[src/rtl/reg_bank_arbiter.sv]
// Round-robin write sequencer for a D-latch storage bank: SETUP / WRITE(En) / optional HOLD framing.
// Define REG_BANK_ARB_HOLD_EN to add the HOLD state (data held one cycle after En falls).
module reg_bank_arbiter #(
    parameter int N = 4,
    parameter int W = 8
) (
    input  logic                 CLK,
    input  logic                 RSTn,
    input  logic [N-1:0]         Req,
    input  logic [N*W-1:0]       Data_in,
    output logic [N-1:0]         Gnt,
    output logic [$clog2(N)-1:0] Owner,
    output logic [W-1:0]         D_bus,
    output logic                 En,
    output logic                 Done,
    output logic                 Busy
);

    localparam int OW = $clog2(N);

    typedef enum logic [1:0] {S_IDLE, S_SETUP, S_WRITE, S_HOLD} state_t;

    state_t          r_state;
    logic [OW-1:0]   r_ptr;

    logic            w_final;
    logic [N-1:0]    w_req_m;
    logic            w_found;
    logic [OW-1:0]   w_win;
    logic [OW-1:0]   w_idx;
    logic [OW-1:0]   w_ptr_nxt;
    logic [W-1:0]    w_win_data;

    function automatic logic [N-1:0] onehot(input logic [OW-1:0] idx);
        onehot      = '0;
        onehot[idx] = 1'b1;
    endfunction

`ifdef REG_BANK_ARB_HOLD_EN
    assign w_final = (r_state == S_HOLD);
`else
    assign w_final = (r_state == S_WRITE);
`endif

    // The finishing owner is excluded so a lingering Req cannot re-win immediately.
    assign w_req_m = w_final ? (Req & ~onehot(Owner)) : Req;

    always_comb begin
        w_found = 1'b0;
        w_win   = '0;
        w_idx   = '0;
        for (int k = 0; k < N; k++) begin
            w_idx = OW'((int'(r_ptr) + k) % N);
            if (!w_found && w_req_m[w_idx]) begin
                w_found = 1'b1;
                w_win   = w_idx;
            end
        end
    end

    always_comb begin
        w_win_data = '0;
        for (int i = 0; i < N; i++) begin
            if (w_win == OW'(i)) begin
                w_win_data = Data_in[i*W +: W];
            end
        end
    end

    assign w_ptr_nxt = (w_win == OW'(N-1)) ? '0 : w_win + OW'(1);

    always_ff @(posedge CLK) begin
        if (!RSTn) begin
            r_state <= S_IDLE;
            r_ptr   <= '0;
            Gnt     <= '0;
            Owner   <= '0;
            D_bus   <= '0;
            En      <= 1'b0;
            Done    <= 1'b0;
            Busy    <= 1'b0;
        end else begin
            En   <= 1'b0;
            Done <= 1'b0;
            case (r_state)
                S_SETUP: begin
                    En      <= 1'b1;
`ifndef REG_BANK_ARB_HOLD_EN
                    Done    <= 1'b1;
`endif
                    r_state <= S_WRITE;
                end
`ifdef REG_BANK_ARB_HOLD_EN
                S_WRITE: begin
                    Done    <= 1'b1;
                    r_state <= S_HOLD;
                end
`endif
                // IDLE and the final state share the same arbitration point.
                default: begin
                    if (w_found) begin
                        Gnt     <= onehot(w_win);
                        Owner   <= w_win;
                        D_bus   <= w_win_data;
                        Busy    <= 1'b1;
                        r_ptr   <= w_ptr_nxt;
                        r_state <= S_SETUP;
                    end else begin
                        Gnt     <= '0;
                        Busy    <= 1'b0;
                        r_state <= S_IDLE;
                    end
                end
            endcase
        end
    end

endmodule

[config.mk]
export PLATFORM = sky130hd
export DESIGN_NAME = reg_bank_arbiter
export DESIGN_NICKNAME = d
export VERILOG_FILES = /design/src/rtl/reg_bank_arbiter.sv
export SDC_FILE = /design/constraint.sdc
export NUM_CORES = 1
export LEC_CHECK = 0
export ABC_AREA = 1
export CAP_MARGIN = 10
export CORE_MARGIN = 5
export CORE_UTILIZATION = 46
export CTS_CLUSTER_DIAMETER = 50
export DETAILED_ROUTE_END_ITERATION = 6
export PLACE_DENSITY_LB_ADDON = 0.15
export SLEW_MARGIN = 5
export SYNTH_ARGS = -nofsm -noshare
export SYNTH_HDL_FRONTEND = slang
export SYNTH_SLANG_ARGS = --single-unit
[constraint.sdc]
create_clock -name CLK -period 5.9 [get_ports CLK]
set_input_delay 1.18 -clock CLK [delete_from_list [all_inputs] [get_ports CLK]]
set_output_delay 1.18 -clock CLK [all_outputs]
set_load 0.02 [all_outputs]
== Word-level counts from Yosys, hierarchy flattened ==
Cells that the tools add are included.

* Bits in registers: 20
* Output and inout port bits: 17
* Input bits: 38

* Eq/ne operators: 5
* Bitwise gates (word level): 4
* Add/subtract/negate cells: 4
* $lt $le $gt $ge: 8
* Muxes and demuxes: 31
* Reductions and logical operators: 11

{| class="wikitable"
|+ Operators by type and width
! kind !! number
|-
| 2-to-1 mux 8 bit || 4
|-
| < comparator 2 x 3 -> 1 bit (second input constant) || 6
|-
| 2-to-1 mux 1 bit || 13
|-
| 2-to-1 mux 2 bit || 6
|-
| binary-select mux 1 bit (select 2 bit) || 4
|-
| 2-to-1 mux 4 bit || 2
|-
| equality test 2 bit (second input constant) || 3
|-
| logical AND 1 bit || 5
|-
| adder 2 x 1 -> 2 bit (second input constant) || 2
|-
| adder 2 bit (second input constant) || 2
|-
| bitwise AND 4 bit || 1
|-
| demux 1 bit (select 2 bit) || 2
|-
| equality test 2 x 1 -> 1 bit (second input constant) || 2
|-
| >= comparator 2 x 1 -> 1 bit (second input constant) || 2
|-
| NOT 4 bit || 1
|-
| zero test 1 bit || 3
|-
| zero test 2 bit || 1
|-
| NOT 1 bit || 2
|-
| AND reduction 2 bit || 1
|-
| OR reduction 2 bit || 1
|}

== Logic depth before layout (Yosys ltp) ==
* Word-level depth: 24
* Depth in mapped cells: 21

== Least setup slack after synthesis ==
OpenSTA, ideal clock, no wires.

* Path kind: input-to-reg
* Start: input port Req[3]
* End: register D_bus[1]
* Path slack: 2.956 ns
* Stages: 13
* Arrival time: 2.828 ns
* Required time: 5.784 ns
* Path through: nand3_1 > nand3_1 > nand2_2 > nand3_4 > or2_0 > nand2_1 > ha_1 > clkbuf_1 > inv_1 > o21ai_0 > o21ai_0 > o21ai_0 > nor2_1

* Longest elaborated chain between the ends: 19
* Elaborated cells between the ends (all ways): 33
* Classes of those cells: eq/ne: 3; mux: 21; bitwise: 1; reduce/logical: 8

{| class="wikitable"
|+ Ends and longest elaborated chain
! what !! line !! RTL
|-
| start: declaration || 9 || <nowiki>input logic [N-1:0] Req,</nowiki>
|-
| bitwise AND 4 bit || 46 || <nowiki>assign w_req_m = w_final ? (Req & ~onehot(Owner)) : Req;</nowiki>
|-
| 2-to-1 mux 4 bit (*) || 46 ||
|-
| binary-select mux 1 bit (select 2 bit) || 54 || <nowiki>if (!w_found && w_req_m[w_idx]) begin</nowiki>
|-
| 2-to-1 mux 1 bit (implied by the code) || 54 ||
|-
| 2-to-1 mux 1 bit || 54 ||
|-
| zero test 1 bit || 54 ||
|-
| logical AND 1 bit || 54 ||
|-
| 2-to-1 mux 1 bit || 54 ||
|-
| [2 not listed] || n/a ||
|-
| 2-to-1 mux 1 bit || 54 ||
|-
| zero test 1 bit || 54 ||
|-
| logical AND 1 bit || 54 ||
|-
| 2-to-1 mux 2 bit (*) || 54 ||
|-
| via w_win[1] || 29 || <nowiki>logic [OW-1:0] w_win;</nowiki>
|-
| zero test 2 bit || 64 || <nowiki>if (w_win == OW'(i)) begin</nowiki>
|-
| 2-to-1 mux 8 bit (3 in series) || 64 ||
|-
| 2-to-1 mux 8 bit (*) || 64 ||
|-
| end signal: assignment || 104 || <nowiki>D_bus <= w_win_data;</nowiki>
|-
| end: declaration || 13 || <nowiki>output logic [W-1:0] D_bus,</nowiki>
|}

The timed path passes the listed nets; every way through them passes the cells marked *. The select of a mux whose other input is x is not followed.
A chain may end at the register's enable or synchronous reset.

== Worst setup path after layout ==
* Start: input port Req[1]
* End: register D_bus[1]

Same word-level chain as after synthesis.

==> results.rst <==
.. list-table::
   :header-rows: 1

   * - Metric
     - Value
   * - Root buffer selected by CTS
     - clkbuf_4
   * - Cell types with the largest area share after synthesis
     - dfxtp_1, nand2_1, o21ai_0
   * - Number of nets with antenna violations after routing
     - 0
   * - Number of buffers added to fix hold violations after cts
     - 0
   * - RSZ-0062 raised after global routing
     - false
   * - Number of cells traversed by the worst register-to-register path
     - 18
   * - Count of fill cells added during filler insertion
     - 250
   * - Global-route total usage across every layer
     - 0.1747
   * - Maximum fanout count along the critical path
     - 9
   * - Fraction of layout cells with a size suffix above 1
     - 0.09127
   * - Resized cells post-CTS
     - 0
   * - Global-route wire length before repair
     - 5837 um
   * - Placement-stage worst setup slack
     - 2.048 ns
   * - Category of the critical setup timing path
     - input port to flip-flop
   * - Via-to-Cell Ratio
     - 5.018
   * - Detailed Place HPWL
     - 2810 um
   * - Clock Skews
     - 0.002412 ns
   * - Initial antenna violation count
     - 0
   * - DRC violation count after routing
     - 0
   * - CP Data Arrival Time
     - 3.69 ns
   * - Final Hold Viols
     - 0
   * - Asr flop ratio synth
     - 0
   * - Num rows
     - 19
   * - Sum of negative setup slack
     - 0 ns
   * - CTS tree
     - yes
   * - Peak supply drop
     - 0.0004009 V
   * - Outcome
     - complete, no violations
   * - Min setup slack post-route
     - 2.409 ns
   * - Sink count of the clock tree
     - 19
   * - Nets
     - 295
   * - Number of antenna diodes
     - 0
   * - Critical path required time
     - 6.10 ns
   * - Count of maximum capacitance violations
     - 0
   * - Number of cells on the worst hold path
     - 2
   * - Timing-limited maximum frequency
     - 286.4 MHz
   * - Final slew viol count
     - 0
   * - GPL Wtd Cong
     - 0.8574
   * - List of most frequent post-synthesis cells
     - nand2_1, nor2_1, o21ai_0, nand3_1, dfxtp_1
   * - Finish-stage setup viols
     - 0
   * - Crit. End Element
     - flip-flop
   * - Summed instance area of the synthesized netlist
     - 0.001345 sq mm
   * - Gate count after technology mapping
     - 205
   * - Core area
     - 0.002781 sq mm
   * - Seq cells post-synth
     - 19
   * - Average size of a mapped cell
     - 6.561 sq um
   * - Die span in y
     - 64.08 um
   * - Vias in the first global route
     - 1404
   * - Cell with the most instances after synthesis
     - nand2_1
   * - Cts bufs inserted
     - 3
   * - Via Count
     - 1420
   * - Source of the worst register-to-register timing path
     - r_ptr[0]
   * - Cell type with the highest aggregate area in the netlist
     - dfxtp_1
   * - Depth of the CTS H-tree
     - 1
   * - Post CTS Setup Buffer Count
     - 0
   * - Worst hold start
     - Busy
   * - Max Buffers Root-to-Sink
     - 2
   * - Share of the clock period used by the worst path
     - 0.5917
   * - Area share of the leading cell type in the synthesized netlist
     - 0.2828
   * - Drt pass-1 iters
     - 4
   * - Area of the die
     - 0.004106 sq mm
   * - Minimum hold slack
     - 0.4619 ns
   * - Post-synth EDFFs
     - 0
   * - Max_slew headroom
     - 0.6671
   * - Layout overhead on the synthesized area
     - 39.35%
   * - Power density over cell area
     - 579.8 mW/mm^2
   * - Die X
     - 64.08 um
   * - Clock slew seen by the registers of the worst setup and hold paths
     - 0.10 ns
   * - DRC marker count from the first detailed-route iteration
     - 40
   * - Terminus of the critical flop-to-flop path
     - D_bus[1]
   * - Grt total ovfl
     - 0
   * - Final period demand of the worst path
     - 3.491 ns
   * - Class of the most critical hold timing path
     - flip-flop to flip-flop
   * - Boundary Pins
     - 55
   * - Post-detailed-route wirelength per cell
     - 12.11 um
   * - Final core utilization
     - 0.6739
   * - Initial core utilization
     - 0.4836
   * - Wirelength, routed
     - 3427 um
   * - Non-filler cells in the finished layout
     - 283
   * - Measured slew at the worst slew-check pin
     - 0.4987 ns
   * - Number of buffers inserted by port buffering
     - 54
   * - Reg-to-reg slack, setup
     - 2.96 ns
   * - Leakage power
     - 0.8234 nW
   * - Net count after synthesis
     - 247
   * - Dpl cells
     - 279
   * - Register area share after synthesis
     - 0.2828
   * - Ys flop type
     - dfxtp_1
   * - Pin count of the biggest net entering global routing
     - 18
   * - Cell variety after synth
     - 27
   * - Yosys warnings
     - 0
   * - Crit start category
     - input port
   * - Worst Hold Endpoint
     - Busy
   * - Skew-Pair Late Insertion Delay
     - 0.30 ns
## registers in the layout (all words and copies together) (netlist names)
register / flops
Owner: 2
r_state: 1
Busy: 1
D_bus: 8
r_ptr: 2
Done: 1
Gnt: 4
## routing by layer
layer | routed length (um) | GRT usage | vias to the layer above | part of all wire
li1 | - | - | 757 | -
met1 | 1356 | 0.1834 | 619 | 0.40
met2 | 1745 | 0.3178 | 38 | 0.51
met3 | 263 | 0.05954 | 6 | 0.077
met4 | 62 | 0.06494 | 0 | 0.018
met5 | 0 | 0 | - | 0
## kinds of logic after synthesis
group	share of synthesized area
simple gates	0.4028
xor+xnor	0.02047
buf+inv	0.1014
flops	0.2828
compound gates	0.1554
fa+ha+maj	0.03721
## power breakdown
group	total [mW]	internal, mW	switching, mW
clock	0.0662	0.0264	0.0398
sequential	0.223	0.178	0.0455
combinational	0.797	0.306	0.492
## placed cells by master, fill, tap and decap left out, drive strengths merged, types with 4 or more instances in the layout
| cell type | instances |
|---|---|
| a21oi | 9 |
| nand3 | 27 |
| clkdlybuf4s50 | 54 |
| nand2 | 58 |
| clkbuf | 4 |
| dfxtp | 19 |
| ha | 4 |
| inv | 15 |
| nor2 | 29 |
| o21ai | 29 |
## worst max-delay path by stage
stage,start,to,slack [ns],cells past startpoint
2_1_floorplan,Req[3],D_bus[1],2.96,13
3_3_place_gp,Req[1],D_bus[6],2.13,17
3_5_place_dp,Req[1],D_bus[1],2.05,17
4_1_cts,Req[1],D_bus[1],2.37,17
5_1_grt,Req[0],D_bus[1],2.03,17
6_report,Req[1],D_bus[1],2.41,17
## worst max-delay path: stages
cell and delay (ns):
clkdlybuf4s50_1 0.51, nand3_2 0.10, nand2_1 0.12, nand2_1 0.06, nand2_1 0.09, nand2_1 0.07
nand3_1 0.07, nand2_1 0.07, nor2_1 0.17, ha_1 0.35, clkinv_1 0.29, nand3_1 0.13
nand2_1 0.06, o21ai_0 0.09, o21ai_0 0.10, o21ai_0 0.19, nor2_1 0.05
## per-stage QoR
stage / total power, mW / instance area [sq um]
floorplan: 0.8320 / 1345
global placement: 1.014 / 1848
detailed placement: 1.031 / 1848
CTS: 1.099 / 1874
global route: 1.215 / 1874
finish: 1.087 / 1874
## layout make-up
type	instances	area, sq um	share of cell area
Multi-Input combinational cell	159	828.3	0.4419
Timing Repair Buffer	54	540.5	0.2884
Sequential cell	19	380.4	0.2029
Inverter	16	60.06	0.03204
Tap cell	31	38.79	0.02069
Clock buffer	4	26.28	0.01402
(Power assumes the default switching activity.)
